==> src/rtl/cache_pkg.sv <==
// Shared types and default geometry for the 2-way write-back cache.
package cache_pkg;
  localparam int DEF_TAG_W    = 3;
  localparam int DEF_INDEX_W  = 2;
  localparam int DEF_OFFSET_W = 1;
  localparam int DEF_WORD_W   = 32;

  localparam int BLK_W   = DEF_WORD_W << DEF_OFFSET_W;
  localparam int BADDR_W = DEF_TAG_W + DEF_INDEX_W;
  localparam int WAYS    = 2;

  typedef enum logic [1:0] {IDLE, WRITEBACK, REFILL} stateT;
endpackage

==> src/rtl/assoc_wb_cache_if.sv <==
// Processor request/stall and memory block request/done signals of the cache.
interface assoc_wb_cache_if #(
  parameter int TAG_W    = cache_pkg::DEF_TAG_W,
  parameter int INDEX_W  = cache_pkg::DEF_INDEX_W,
  parameter int OFFSET_W = cache_pkg::DEF_OFFSET_W,
  parameter int WORD_W   = cache_pkg::DEF_WORD_W
);
  localparam int BLK_W   = WORD_W << OFFSET_W;
  localparam int BADDR_W = TAG_W + INDEX_W;

  logic                readRequest;
  logic                writeRequest;
  logic [TAG_W-1:0]    tag;
  logic [INDEX_W-1:0]  index;
  logic [OFFSET_W-1:0] offset;
  logic [WORD_W-1:0]   dataFromProg;
  logic [WORD_W-1:0]   dataOut;
  logic                hit;
  logic                stall;
  logic                memRead;
  logic                memWrite;
  logic [BADDR_W-1:0]  memAddr;
  logic [BLK_W-1:0]    memWData;
  logic [BLK_W-1:0]    memRData;
  logic                memDone;

  modport slave (
    input  readRequest, writeRequest, tag, index, offset, dataFromProg, memRData, memDone,
    output dataOut, hit, stall, memRead, memWrite, memAddr, memWData
  );

  modport master (
    output readRequest, writeRequest, tag, index, offset, dataFromProg, memRData, memDone,
    input  dataOut, hit, stall, memRead, memWrite, memAddr, memWData
  );
endinterface

==> src/rtl/cache_way_array.sv <==
// One way of the cache: per-set valid/dirty/tag/block storage and tag compare.
module cache_way_array #(
  parameter int TAG_W    = cache_pkg::DEF_TAG_W,
  parameter int INDEX_W  = cache_pkg::DEF_INDEX_W,
  parameter int OFFSET_W = cache_pkg::DEF_OFFSET_W,
  parameter int WORD_W   = cache_pkg::DEF_WORD_W
) (
  input  logic                         clk,
  input  logic                         reset,
  input  logic [INDEX_W-1:0]           index,
  input  logic [TAG_W-1:0]             lookupTag,
  output logic                         matchHit,
  output logic                         lineValid,
  output logic                         lineDirty,
  output logic [TAG_W-1:0]             lineTag,
  output logic [(WORD_W<<OFFSET_W)-1:0] lineBlock,
  input  logic                         fillEn,
  input  logic [TAG_W-1:0]             fillTag,
  input  logic [(WORD_W<<OFFSET_W)-1:0] fillBlock,
  input  logic                         wordWrEn,
  input  logic [OFFSET_W-1:0]          wordOffset,
  input  logic [WORD_W-1:0]            wordData,
  input  logic                         cleanEn
);
  localparam int SETS  = 1 << INDEX_W;
  localparam int BLK_W = WORD_W << OFFSET_W;

  logic [SETS-1:0]  validReg;
  logic [SETS-1:0]  dirtyReg;
  logic [TAG_W-1:0] tagMem   [SETS];
  logic [BLK_W-1:0] blockMem [SETS];

  assign lineValid = validReg[index];
  assign lineDirty = dirtyReg[index];
  assign lineTag   = tagMem[index];
  assign lineBlock = blockMem[index];
  assign matchHit  = lineValid && (tagMem[index] == lookupTag);

  always_ff @(posedge clk or posedge reset) begin
    if (reset) begin
      validReg <= '0;
      dirtyReg <= '0;
    end else if (fillEn) begin
      validReg[index] <= 1'b1;
      dirtyReg[index] <= 1'b0;
    end else if (wordWrEn) begin
      dirtyReg[index] <= 1'b1;
    end else if (cleanEn) begin
      dirtyReg[index] <= 1'b0;
    end
  end

  // Tag/data contents are deliberately left unreset; valid bits guard them.
  always_ff @(posedge clk) begin
    if (fillEn) begin
      tagMem[index]   <= fillTag;
      blockMem[index] <= fillBlock;
    end else if (wordWrEn) begin
      blockMem[index][wordOffset*WORD_W +: WORD_W] <= wordData;
    end
  end
endmodule

==> src/rtl/assoc_wb_cache.sv <==
// 2-way set-associative write-back/write-allocate cache: lookup, LRU and miss FSM.
module assoc_wb_cache import cache_pkg::*; #(
  parameter int TAG_W    = DEF_TAG_W,
  parameter int INDEX_W  = DEF_INDEX_W,
  parameter int OFFSET_W = DEF_OFFSET_W,
  parameter int WORD_W   = DEF_WORD_W
) (
  input logic              clk,
  input logic              reset,
  assoc_wb_cache_if.slave  bus
);
  localparam int SETS    = 1 << INDEX_W;
  localparam int BLK_W   = WORD_W << OFFSET_W;
  localparam int BADDR_W = TAG_W + INDEX_W;

  stateT              stateReg, stateNext;
  logic [SETS-1:0]    lruReg;
  logic               victimReg, victimNext;
  logic [TAG_W-1:0]   tagReg;
  logic [INDEX_W-1:0] indexReg;
  logic               latchEn, lruWrEn;

  logic [INDEX_W-1:0] curIndex;
  logic [WAYS-1:0]    wayMatch, wayValid, wayDirty;
  logic [WAYS-1:0]    wayFill, wayWordWr, wayClean;
  logic [TAG_W-1:0]   wayTag   [WAYS];
  logic [BLK_W-1:0]   wayBlock [WAYS];

  logic               request, anyHit, hitWay, victimPick;
  logic [BLK_W-1:0]   hitBlock;
  logic [WORD_W-1:0]  hitWord;

  logic               hitC, stallC, memReadC, memWriteC;
  logic [WORD_W-1:0]  dataOutC;
  logic [BADDR_W-1:0] memAddrC;
  logic [BLK_W-1:0]   memWDataC;

  // Outside IDLE the arrays are addressed by the index captured at the miss.
  assign curIndex = (stateReg == IDLE) ? bus.index : indexReg;

  generate
    for (genvar gi = 0; gi < WAYS; gi++) begin : gWay
      cache_way_array #(
        .TAG_W(TAG_W), .INDEX_W(INDEX_W), .OFFSET_W(OFFSET_W), .WORD_W(WORD_W)
      ) uWay (
        .clk(clk), .reset(reset),
        .index(curIndex), .lookupTag(bus.tag),
        .matchHit(wayMatch[gi]), .lineValid(wayValid[gi]), .lineDirty(wayDirty[gi]),
        .lineTag(wayTag[gi]), .lineBlock(wayBlock[gi]),
        .fillEn(wayFill[gi]), .fillTag(tagReg), .fillBlock(bus.memRData),
        .wordWrEn(wayWordWr[gi]), .wordOffset(bus.offset), .wordData(bus.dataFromProg),
        .cleanEn(wayClean[gi])
      );
    end
  endgenerate

  assign request    = bus.readRequest || bus.writeRequest;
  assign anyHit     = |wayMatch;
  assign hitWay     = !wayMatch[0];
  assign hitBlock   = wayBlock[hitWay];
  assign hitWord    = hitBlock[bus.offset*WORD_W +: WORD_W];
  assign victimPick = !wayValid[0] ? 1'b0 : (!wayValid[1] ? 1'b1 : lruReg[curIndex]);

  always_comb begin
    stateNext  = stateReg;
    victimNext = victimReg;
    latchEn    = 1'b0;
    lruWrEn    = 1'b0;
    wayFill    = '0;
    wayWordWr  = '0;
    wayClean   = '0;
    hitC       = 1'b0;
    stallC     = 1'b0;
    memReadC   = 1'b0;
    memWriteC  = 1'b0;
    dataOutC   = '0;
    memAddrC   = '0;
    memWDataC  = '0;
    case (stateReg)
      IDLE: begin
        if (request && anyHit) begin
          hitC    = 1'b1;
          lruWrEn = 1'b1;
          if (bus.writeRequest) wayWordWr[hitWay] = 1'b1;
          else                  dataOutC = hitWord;
        end else if (request) begin
          stallC     = 1'b1;
          latchEn    = 1'b1;
          victimNext = victimPick;
          stateNext  = (wayValid[victimPick] && wayDirty[victimPick]) ? WRITEBACK : REFILL;
        end
      end
      WRITEBACK: begin
        stallC    = 1'b1;
        memWriteC = 1'b1;
        memAddrC  = {wayTag[victimReg], indexReg};
        memWDataC = wayBlock[victimReg];
        if (bus.memDone) begin
          wayClean[victimReg] = 1'b1;
          stateNext           = REFILL;
        end
      end
      REFILL: begin
        stallC   = 1'b1;
        memReadC = 1'b1;
        memAddrC = {tagReg, indexReg};
        if (bus.memDone) begin
          wayFill[victimReg] = 1'b1;
          stateNext          = IDLE;
        end
      end
      default: stateNext = IDLE;
    endcase
    // Reset silences the outputs at once, even with a request still held.
    if (reset) begin
      wayFill   = '0;
      wayWordWr = '0;
      wayClean  = '0;
      hitC      = 1'b0;
      stallC    = 1'b0;
      memReadC  = 1'b0;
      memWriteC = 1'b0;
      dataOutC  = '0;
      memAddrC  = '0;
      memWDataC = '0;
    end
  end

  always_ff @(posedge clk or posedge reset) begin
    if (reset) begin
      stateReg  <= IDLE;
      lruReg    <= '0;
      victimReg <= 1'b0;
      tagReg    <= '0;
      indexReg  <= '0;
    end else begin
      stateReg  <= stateNext;
      victimReg <= victimNext;
      if (latchEn) begin
        tagReg   <= bus.tag;
        indexReg <= bus.index;
      end
      if (lruWrEn) lruReg[curIndex] <= ~hitWay;
    end
  end

  assign bus.hit      = hitC;
  assign bus.stall    = stallC;
  assign bus.memRead  = memReadC;
  assign bus.memWrite = memWriteC;
  assign bus.dataOut  = dataOutC;
  assign bus.memAddr  = memAddrC;
  assign bus.memWData = memWDataC;
endmodule

==> src/flat_wrapper.sv <==
// flat-port wrapper written by rule: the top's interface ports become plain ports
module assoc_wb_cache_flat import cache_pkg::*;
#(
  parameter int TAG_W    = DEF_TAG_W,
  parameter int INDEX_W  = DEF_INDEX_W,
  parameter int OFFSET_W = DEF_OFFSET_W,
  parameter int WORD_W   = DEF_WORD_W
)
  (clk, reset, bus_readRequest, bus_writeRequest, bus_tag, bus_index, bus_offset, bus_dataFromProg, bus_memRData, bus_memDone, bus_dataOut, bus_hit, bus_stall, bus_memRead, bus_memWrite, bus_memAddr, bus_memWData);
  assoc_wb_cache_if #(.TAG_W(TAG_W), .INDEX_W(INDEX_W), .OFFSET_W(OFFSET_W), .WORD_W(WORD_W)) bus_i ();
  input logic clk;
  input logic reset;
  input wire logic [$bits(bus_i.readRequest)-1:0] bus_readRequest;
  input wire logic [$bits(bus_i.writeRequest)-1:0] bus_writeRequest;
  input wire logic [$bits(bus_i.tag)-1:0] bus_tag;
  input wire logic [$bits(bus_i.index)-1:0] bus_index;
  input wire logic [$bits(bus_i.offset)-1:0] bus_offset;
  input wire logic [$bits(bus_i.dataFromProg)-1:0] bus_dataFromProg;
  input wire logic [$bits(bus_i.memRData)-1:0] bus_memRData;
  input wire logic [$bits(bus_i.memDone)-1:0] bus_memDone;
  output wire logic [$bits(bus_i.dataOut)-1:0] bus_dataOut;
  output wire logic [$bits(bus_i.hit)-1:0] bus_hit;
  output wire logic [$bits(bus_i.stall)-1:0] bus_stall;
  output wire logic [$bits(bus_i.memRead)-1:0] bus_memRead;
  output wire logic [$bits(bus_i.memWrite)-1:0] bus_memWrite;
  output wire logic [$bits(bus_i.memAddr)-1:0] bus_memAddr;
  output wire logic [$bits(bus_i.memWData)-1:0] bus_memWData;
  assign bus_i.readRequest = bus_readRequest;
  assign bus_i.writeRequest = bus_writeRequest;
  assign bus_i.tag = bus_tag;
  assign bus_i.index = bus_index;
  assign bus_i.offset = bus_offset;
  assign bus_i.dataFromProg = bus_dataFromProg;
  assign bus_i.memRData = bus_memRData;
  assign bus_i.memDone = bus_memDone;
  assign bus_dataOut = bus_i.dataOut;
  assign bus_hit = bus_i.hit;
  assign bus_stall = bus_i.stall;
  assign bus_memRead = bus_i.memRead;
  assign bus_memWrite = bus_i.memWrite;
  assign bus_memAddr = bus_i.memAddr;
  assign bus_memWData = bus_i.memWData;
  assoc_wb_cache #(.TAG_W(TAG_W), .INDEX_W(INDEX_W), .OFFSET_W(OFFSET_W), .WORD_W(WORD_W)) u_core (.clk(clk), .reset(reset), .bus(bus_i));
endmodule
==> config.mk <==
export PLATFORM = sky130hd
export DESIGN_NAME = assoc_wb_cache_flat
export DESIGN_NICKNAME = d
export VERILOG_FILES = /design/src/rtl/cache_pkg.sv /design/src/rtl/assoc_wb_cache_if.sv /design/src/rtl/cache_way_array.sv /design/src/rtl/assoc_wb_cache.sv /design/src/flat_wrapper.sv
export SDC_FILE = /design/constraint.sdc
export NUM_CORES = 1
export LEC_CHECK = 0
export CORE_MARGIN = 4
export CORE_UTILIZATION = 41
export CTS_BUF_LIST = sky130_fd_sc_hd__clkbuf_8
export DETAILED_ROUTE_END_ITERATION = 10
export MAX_ROUTING_LAYER = met4
export SETUP_SLACK_MARGIN = 0.2
export SLEW_MARGIN = 10
export SYNTH_ARGS = -nofsm -noshare
export SYNTH_HDL_FRONTEND = slang
export SYNTH_SLANG_ARGS = --single-unit
export TNS_END_PERCENT = 50
==> constraint.sdc <==
create_clock -name clk -period 5 [get_ports clk]
set_input_delay 1.25 -clock clk [delete_from_list [all_inputs] [get_ports clk]]
set_output_delay 1.25 -clock clk [all_outputs]
set_load 0.01 [all_outputs]
==> run summary <==
clk root buf - clkbuf_8
# DRC - 0
# hold bufs at CTS - 0
IO Port Bufs - 211
number of synthesized flops with an enable pin - 536
clock buffers created by TritonCTS - 93
die height - 259.1 um
Crit Reg-Reg Endpoint - u_core.gWay[1].uWay.blockMem[1][34]
crit start category - register
Via Count - 20.03k
leading area contributor after synthesis - edfxtp_1
arrival time worst endpoint - 3980 ps
Slew @ Worst Pin - 964.4 ps
Gate Count Post-Synth - 1996
Layout area overhead - 41.00%
Routed Antenna Nets - 0
1st-pass router iterations - 5
fin crit share - 1.046
Reg clk slew, reported paths - 60 ps
vias in the first global route - 19.64k
top cells by area, synth - edfxtp_1, mux2_2, a211oi_1, nand2_1, mux2i_1
Top FF cell, synth - edfxtp_1
R2R Setup Slk - 960 ps
Synth cell types - 58
# IOs - 212
fmax - 0.1912 GHz
DIE AREA - 67130 um2
Nets - 2660
GRT Resource Usage Total - 0.2689
critical path class - reg2out
leakage - 0.01343 uW
layout cells sized above 1 - 0.3650
Core ar. - 62050 um2
CTS tree - built
H-tree depth - 3
row cnt - 91
first-pass GRT wire length - 129300 um
post-layout minimum cycle time - 5231 ps
worst skew pair latency - 690 ps
GPL Wtd Cong - 0.9243
clock sink count - 564
maxcap violations - 0
final hold vios - 0
Final Worst Setup Slack - -230.8 ps
synth warn - 0
status - complete, but fails checks
maximum vdd drop - 286.2 uV
Critical Path Source - u_core.stateReg[0]
post-DR wirelength/cell - 26.58 um
Worst Reg2Reg Path Length in Cells - 17
initial core utilization - 0.4166
Post-Syn Area - 25850 um2
final setup violation count - 34
Post-DP HPWL - 55570 um
HP Class - reg2reg
Synth top area share - 0.6227
largest net degree at the start of global routing - 66
crit path max fanout - 6
Worst Clk Skew - 31.45 ps
endpoint type of the worst setup path - output pin
DRT iter0 DRCs - 2046
Reg-to-Reg Start - u_core.stateReg[0]
initial antenna violation count - 5
Pins Over Slew Limit - 0
grt total ovfl - 0
Routed WL - 92140 um
Post-synth ARST share - 0.04965
failing checks - negative setup slack
Slew headroom - 0.3570
Syn Nets - 2107
Die Width - 259.1 um
final hold slack - 481.6 ps
# fillers - 4798
sequential share of the synthesized area - 0.6498
Yosys reg bits - 564
share of the core filled with cells - 0.5874
vias per cell - 5.778
end point of the critical path - bus_dataOut[20]
RSZ-0062 raised after global routing - true
Crit path required time - 3750 ps
CTS max path bufs - 3
Syn Area/Cell - 12.95 um2
Pwr Density - 586.0 nW/um2
[metrics by stage]
stage	power (uW)	area, um2	setup TNS (ps)	setup WS (ps)	std cells
finish	21360	36450	-4442	-230.8	3467
global route	22180	36450	-8606	-329.4	3466
CTS	19990	35260	-5009	-220.5	3432
detailed placement	13880	31410	-60840	-1097	3183
global placement	13800	31410	-59690	-1091	3183
floorplan	9891	25860	-51240	-139.6	1996
[cells by family after synthesis]
family,Yosys count,synth area share
and+or+nand+nor,598,0.1086
DFF,564,0.6498
AOI/OAI and AO/OA,426,0.1146
muxes,226,0.09482
buffers and inverters,170,0.02759
xor gates and xnor gates,8,0.002711
adders and majority gates,4,0.001936
[what timing repair did]
| item | 4_1_cts | 5_1_grt |
|---|---|---|
| resized for setup | 436 | 231 |
| pin swaps | 28 | 41 |
| setup buffers | 58 | 20 |
| gates cloned | 23 | 7 |
| endpoints found under the setup margin | 101 | 97 |
[Yosys cell counts (3+ instances only)]
cell type / count
nor2b_1: 131
nor2_1: 93
a211oi_1: 163
a21oi_1: 52
buf_2: 30
xnor2_1: 6
clkbuf_1: 96
o21bai_1: 5
mux2_1: 24
o31a_1: 4
edfxtp_1: 536
a32oi_1: 4
mux2i_1: 86
buf_4: 10
inv_1: 12
and2_1: 35
buf_1: 20
o21ai_0: 14
a31oi_1: 128
nand3_1: 3
o2bb2ai_1: 4
dfrtp_1: 28
ha_1: 4
mux2_2: 114
and3_1: 3
nand2_1: 306
or4b_2: 3
or2_2: 10
a221oi_1: 32
[worst max-delay path, cell delays in order, from the launching register on]
cell,delay (ps)
dfrtp_1,390
inv_2,80
ha_4,180
buf_6,110
mux2i_4,370
buf_8,200
mux2i_2,240
xnor2_1,90
o32ai_1,280
and3_1,240
o211ai_1,130
clkbuf_16,210
buf_6,140
buf_6,110
a211oi_4,290
buf_2,210
[final cells by class]
type,instances,area [um2],share of cell area
Sequential cell,564,16800,0.4608
Clock inverter,70,331.6,0.009097
Clock buffer,98,1349,0.03701
Multi-Input combinational cell,1262,10170,0.2790
Timing Repair Buffer,614,6681,0.1833
Antenna cell,8,20.02,0.0005492
Tap cell,837,1047,0.02873
Inverter,14,55.05,0.001510
[state kept, by name, summed over array words and instances, names as in the netlist, named ones only]
| register | cells |
|---|---|
| u_core.gWay.uWay.blockMem | 512 |
| u_core.indexReg | 2 |
| u_core.stateReg | 2 |
| u_core.lruReg | 4 |
| u_core.tagReg | 3 |
| u_core.gWay.uWay.validReg | 8 |
| u_core.victimReg | 1 |
| u_core.gWay.uWay.tagMem | 24 |
[routing by layer]
layer / vias to the layer above / track usage / part of all wire
li1: 8699 / - / -
met1: 10150 / 0.3448 / 0.39
met2: 1032 / 0.4384 / 0.49
met3: 152 / 0.03892 / 0.083
met4: 0 / 0.1003 / 0.037
met5: - / - / 0
[power breakdown]
| group | internal [uW] | switching (uW) | total (uW) |
|---|---|---|---|
| Sequential | 5540 | 146 | 5690 |
| Clock | 1900 | 1810 | 3710 |
| Combinational | 5620 | 6340 | 12000 |
[worst min path at each step]
stage	from	slack [ps]	endpoint	cells after the start
final	u_core.gWay[1].uWay.validReg[3]	480	u_core.gWay[1].uWay.validReg[3]	1
after CTS	u_core.gWay[1].uWay.validReg[3]	480	u_core.gWay[1].uWay.validReg[3]	1
after detailed placement	u_core.gWay[1].uWay.validReg[3]	460	u_core.gWay[1].uWay.validReg[3]	1
after global routing	u_core.gWay[1].uWay.validReg[3]	490	u_core.gWay[1].uWay.validReg[3]	1
after floorplan	u_core.gWay[0].uWay.validReg[0]	430	u_core.gWay[0].uWay.validReg[0]	1
after global placement	u_core.gWay[1].uWay.validReg[2]	460	u_core.gWay[1].uWay.validReg[2]	1
[layout by cell type, fill, tap and decap left out, types with 43 or more instances in the layout]
cell type / n
buf_4: 271
nor2_1: 87
a31oi_2: 49
a31oi_1: 73
nor2b_1: 128
nand2_1: 297
a211oi_1: 77
clkdlybuf4s50_1: 108
mux2_2: 113
buf_12: 57
inv_1: 43
edfxtp_1: 536
mux2i_1: 54
a211oi_2: 67
clkbuf_8: 98
Note: power is estimated with default switching activity, not from simulation.
